## src/rtl/id_ex_stage_pkg.sv

```systemverilog
// id_ex_stage_pkg: shared MIPS pipeline widths, ALUOp encodings and register constants
package id_ex_stage_pkg;

    localparam int DW_DEF = 32;
    localparam int RW_DEF = 5;

    typedef enum logic [1:0] {
        ALU_MEM = 2'b00,
        ALU_BR  = 2'b01,
        ALU_R   = 2'b10,
        ALU_IMM = 2'b11
    } aluop_e;

    localparam logic [4:0] REG_ZERO = 5'd0;

endpackage

```

## src/rtl/id_ex_stage_load_use_detect.sv

```systemverilog
// load_use_detect: flags an ID instruction that reads the register a load in EX is still fetching
module load_use_detect
    import id_ex_stage_pkg::*;
#(
    parameter int RW = RW_DEF
) (
    input  logic          ex_valid,
    input  logic          ex_memread,
    input  logic [RW-1:0] ex_rt,
    input  logic          id_valid,
    input  logic [RW-1:0] id_rs,
    input  logic [RW-1:0] id_rt,
    output logic          lu
);

    assign lu = ex_valid & ex_memread & id_valid & (ex_rt != RW'(REG_ZERO)) &
                ((ex_rt == id_rs) | (ex_rt == id_rt));

endmodule

```

## src/rtl/id_ex_stage.sv

```systemverilog
// id_ex_stage: ID/EX pipeline register with load-use bubble insertion, hold and flush
// Optional ID_EX_PERF_EN adds saturating bubble_cnt / hold_cnt counters.
module id_ex_stage
    import id_ex_stage_pkg::*;
#(
    parameter int DW = DW_DEF,
    parameter int RW = RW_DEF
) (
    input  logic          clk,
    input  logic          reset,
    input  logic          id_regdst,
    input  logic          id_alusrc,
    input  logic          id_memtoreg,
    input  logic          id_regwrite,
    input  logic          id_memread,
    input  logic          id_memwrite,
    input  logic          id_branch,
    input  logic          id_jrcontrol,
    input  logic [1:0]    id_aluop,
    input  logic          id_valid,
    input  logic          id_flush,
    input  logic [DW-1:0] id_rdata1,
    input  logic [DW-1:0] id_rdata2,
    input  logic [DW-1:0] id_imm,
    input  logic [DW-1:0] id_pc4,
    input  logic [RW-1:0] id_rs,
    input  logic [RW-1:0] id_rt,
    input  logic [RW-1:0] id_rd,
    input  logic          hold,
    output logic          ex_regdst,
    output logic          ex_alusrc,
    output logic          ex_memtoreg,
    output logic          ex_regwrite,
    output logic          ex_memread,
    output logic          ex_memwrite,
    output logic          ex_branch,
    output logic          ex_jrcontrol,
    output logic [1:0]    ex_aluop,
    output logic          ex_valid,
    output logic [DW-1:0] ex_rdata1,
    output logic [DW-1:0] ex_rdata2,
    output logic [DW-1:0] ex_imm,
    output logic [DW-1:0] ex_pc4,
    output logic [RW-1:0] ex_rs,
    output logic [RW-1:0] ex_rt,
    output logic [RW-1:0] ex_rd,
    output logic          stall_out
`ifdef ID_EX_PERF_EN
    ,
    output logic [15:0]   bubble_cnt,
    output logic [15:0]   hold_cnt
`endif
);

    localparam int W = 11 + 4 * DW + 3 * RW;

    logic [W-1:0] d;
    logic [W-1:0] q;
    logic         lu;
    logic         bubble;

    assign d = {id_valid, id_regdst, id_alusrc, id_memtoreg, id_regwrite, id_memread,
                id_memwrite, id_branch, id_jrcontrol, id_aluop,
                id_rdata1, id_rdata2, id_imm, id_pc4, id_rs, id_rt, id_rd};

    assign {ex_valid, ex_regdst, ex_alusrc, ex_memtoreg, ex_regwrite, ex_memread,
            ex_memwrite, ex_branch, ex_jrcontrol, ex_aluop,
            ex_rdata1, ex_rdata2, ex_imm, ex_pc4, ex_rs, ex_rt, ex_rd} = q;

    load_use_detect #(.RW(RW)) u_lu (
        .ex_valid   (ex_valid),
        .ex_memread (ex_memread),
        .ex_rt      (ex_rt),
        .id_valid   (id_valid),
        .id_rs      (id_rs),
        .id_rt      (id_rt),
        .lu         (lu)
    );

    assign bubble    = id_flush | lu;
    assign stall_out = lu | hold;

    // Pipeline register: reset clears, hold freezes, flush/load-use inserts an all-zero bubble
    always_ff @(posedge clk) begin
        if (reset)
            q <= '0;
        else if (!hold)
            q <= bubble ? '0 : d;
    end

`ifdef ID_EX_PERF_EN
    // Saturating counts of bubble-insert edges and held edges
    always_ff @(posedge clk) begin
        if (reset) begin
            bubble_cnt <= '0;
            hold_cnt   <= '0;
        end else begin
            if (!hold && bubble && bubble_cnt != 16'hFFFF)
                bubble_cnt <= bubble_cnt + 16'd1;
            if (hold && hold_cnt != 16'hFFFF)
                hold_cnt <= hold_cnt + 16'd1;
        end
    end
`endif

endmodule

```

## config.mk

```make
export PLATFORM = sky130hd
export DESIGN_NAME = id_ex_stage
export DESIGN_NICKNAME = d
export VERILOG_FILES = /design/src/rtl/id_ex_stage_pkg.sv /design/src/rtl/id_ex_stage_load_use_detect.sv /design/src/rtl/id_ex_stage.sv
export SDC_FILE = /design/constraint.sdc
export NUM_CORES = 1
export LEC_CHECK = 0
export CAP_MARGIN = 20
export CORE_AREA = 3 3 101 175
export DETAILED_ROUTE_END_ITERATION = 8
export DIE_AREA = 0 0 104 178
export GPL_ROUTABILITY_DRIVEN = 0
export PLACE_DENSITY = 0.67
export SYNTH_ARGS = -nofsm -noshare
export SYNTH_HDL_FRONTEND = slang
export SYNTH_SLANG_ARGS = --single-unit
```

## constraint.sdc

```tcl
create_clock -name clk -period 4.8 [get_ports clk]
set_input_delay 0.96 -clock clk [delete_from_list [all_inputs] [get_ports clk]]
set_output_delay 0.96 -clock clk [all_outputs]
set_load 0.1 [all_outputs]
```

==> qor.csv <==
metric,value,unit
# DRC,0,
MaxCap Viol Count,0,
CP Capture Type,output pin,
synth top area cells,"dfxtp_1 (64%), a22o_1 (26%), clkbuf_1 (2.2%)",
Comb pwr share,20.3,%
Slew @ Worst Pin,1090,ps
Pleak,0.00330,uW
Mapped Cells,387,
Synth Area in Adders,0,%
WL per Instance,18.8,microns
Critical Path AT,2940,ps
clk_skew,25.9,ps
Post-synth ARST share,0,%
RSZ-0062 raised after global routing,no,
share of the synthesized area in the top cell type,63.7,%
clk_lat worst skew,430,ps
CP Max Fanout,11,
headroom to the max-slew limit,26.9,%
PostCTS Resize Cnt,0,
"Avg Cell Area, Syn",12.5,sq um
row cnt,62,
total negative setup slack,0,ps
vias in the first global route,4585,
syn nets,545,
Switching Fraction,31.2,%
Synth Warn #,0,
most frequent cell after synthesis,dfxtp_1,
clk buf depth,2,
Clock Tree Root,clkbuf_16,
Final #Nets,846,
most frequent cells after synthesis,"dfxtp_1 (154), a22o_1 (144), clkbuf_1 (28), nand2_1 (12), o22ai_1 (11)",
I/O pins,313,
PwrDens,402,mW/mm^2
Compound-Gate Fraction of Synth Area,28.2,%
worst hold path type,reg -> reg,
first-pass GRT wire length,26200,microns
IO Port Bufs,312,
fmax,0.256,GHz
final clock period utilization by the worst path,81.3,%
final hold slack,472,ps
pin count of the biggest net entering global routing,89,
cell area after synthesis,0.00484,sq mm
crit path kind,in -> out,
post-CTS setup buffer count,0,
"area leader, netlist",dfxtp_1,
CP Data Required Time,3840,ps
Die W,104,microns
DRC violation total after the first TritonRoute iteration,156,
final-report setup violation count,0,
final hold violation count,0,
hpwl dp,12700,microns
share of layout cells above drive strength 1,5.85,%
Unique masters post-synth,16,
ANT nets after route,0,
core area,0.0164,sq mm
global route total overflow,0,
status,completed,
main combinational cell family by area after synthesis,compound AO/OA/AOI/OAI gates,
top_reg_cell synth,dfxtp_1,
number of synthesized flops with an enable pin,0,
register with the most flip-flops,q,
clock network power share,41.2,%
Final Max Slew Viols,0,
Die Y,178,microns
synth-to-layout area growth,81.5,%
CTS Hold Bufs,0,
CTS tree,done,
initial antenna violation count,0,
biggest registers after layout,q x154,
Tmin final,3900,ps
via-per-instance ratio,4.81,
Worst VDD drop,0.180,mV
Synth Area in XOR/XNOR,1.81,%
initial core utilization,29.4,%
Clock Sinks,154,
ANT cells,0,
sequential element share of the synthesized area,63.7,%
Largest register FFs,154,
via count,4453,
CTS H-tree depth,4,
Initial DRT Pass Iterations,4,
number of synthesized register bits,154,
Total Die Area,0.0185,sq mm
"CTS clk-pin slew, worst paths",60,ps
final wirelength,17300,microns
Startpoint Class,input pin,
TritonCTS buffer count,17,
GRT Total Usage,18.1,%
internal power,2430,uW
Synth Area in Simple Gates,3.44,%
FILL cells,1447,
register share of total power,38.5,%
post-synthesis mux area share,0,%
P_sw,1100,uW
-- cell usage in the layout (no fill, tap or decap), drive strengths merged, types with 2 or more instances in the layout --
master / n
a22o: 144
buf: 6
bufinv: 3
clkbuf: 18
clkdlybuf4s50: 311
clkinv: 3
dfxtp: 154
inv: 8
nand2: 12
nand3: 3
nand3b: 10
nor2: 2
o22ai: 11
xnor2: 10
-- critical path: stages --
cell	delay, ps
clkdlybuf4s50_1	510
xnor2_1	130
nand3_1	110
o22ai_1	320
and2_1	440
or2_2	190
buf_4	280
-- kinds of logic (layout without fill, tap and decap cells) --
| group | count (synthesis) | count (layout) |
|---|---|---|
| buf+inv | 35 | 349 |
| xor+xnor | 10 | 10 |
| flops | 154 | 154 |
| compound gates | 157 | 157 |
| simple gates | 31 | 31 |
-- area by class of cell --
class	instances	area, sq um	area share, %
clock buffer	18	439	5.00
clock inverter	14	201	2.29
multi-input combinational	198	1620	18.5
sequential	154	3080	35.1
tap	224	280	3.19
timing repair buffer	317	3160	35.9
-- per-layer routing --
layer | vias up | part of all wire [%] | GRT usage, %
met5 | - | 0 | 0
met4 | 0 | 2.5 | 8.32
met3 | 23 | 5.7 | 4.78
met2 | 183 | 56 | 33.6
met1 | 2167 | 36 | 18.9
li1 | 2080 | - | -
-- through the flow --
step / total power, uW / cells / setup WS [ps] / util (%) / instance area, sq um
2_1_floorplan: 1840 / 387 / 1680 / - / 4840
3_3_place_gp: 2100 / 893 / 967 / 49.5 / 8150
3_5_place_dp: 2100 / 893 / 896 / 49.5 / 8150
4_1_cts: 3570 / 925 / 892 / 53.4 / 8790
5_1_grt: 3640 / 925 / 798 / 53.4 / 8790
6_report: 3530 / 925 / 897 / 53.4 / 8790
-- power groups by stage --
stage / sequential (uW) / combinational, uW / clock [uW]
after CTS: 1360 / 721 / 1490
after detailed placement: 1390 / 718 / 0
after floorplan: 1750 / 92.7 / 0
after global routing: 1360 / 738 / 1540
after global placement: 1380 / 714 / 0
final: 1360 / 717 / 1450
-- path summary, 6_finish.rpt --
check | start | endpoint | slack, ps | depth (start not counted)
setup / recovery | id_rs[2] | stall_out | 900 | 7
hold / removal | q[152] | q[152] | 470 | 1
setup reg to reg | q[5] | q[103] | 2440 | 6
hold reg to reg | q[152] | q[152] | 470 | 1
Power figures use the tool's default switching activity.
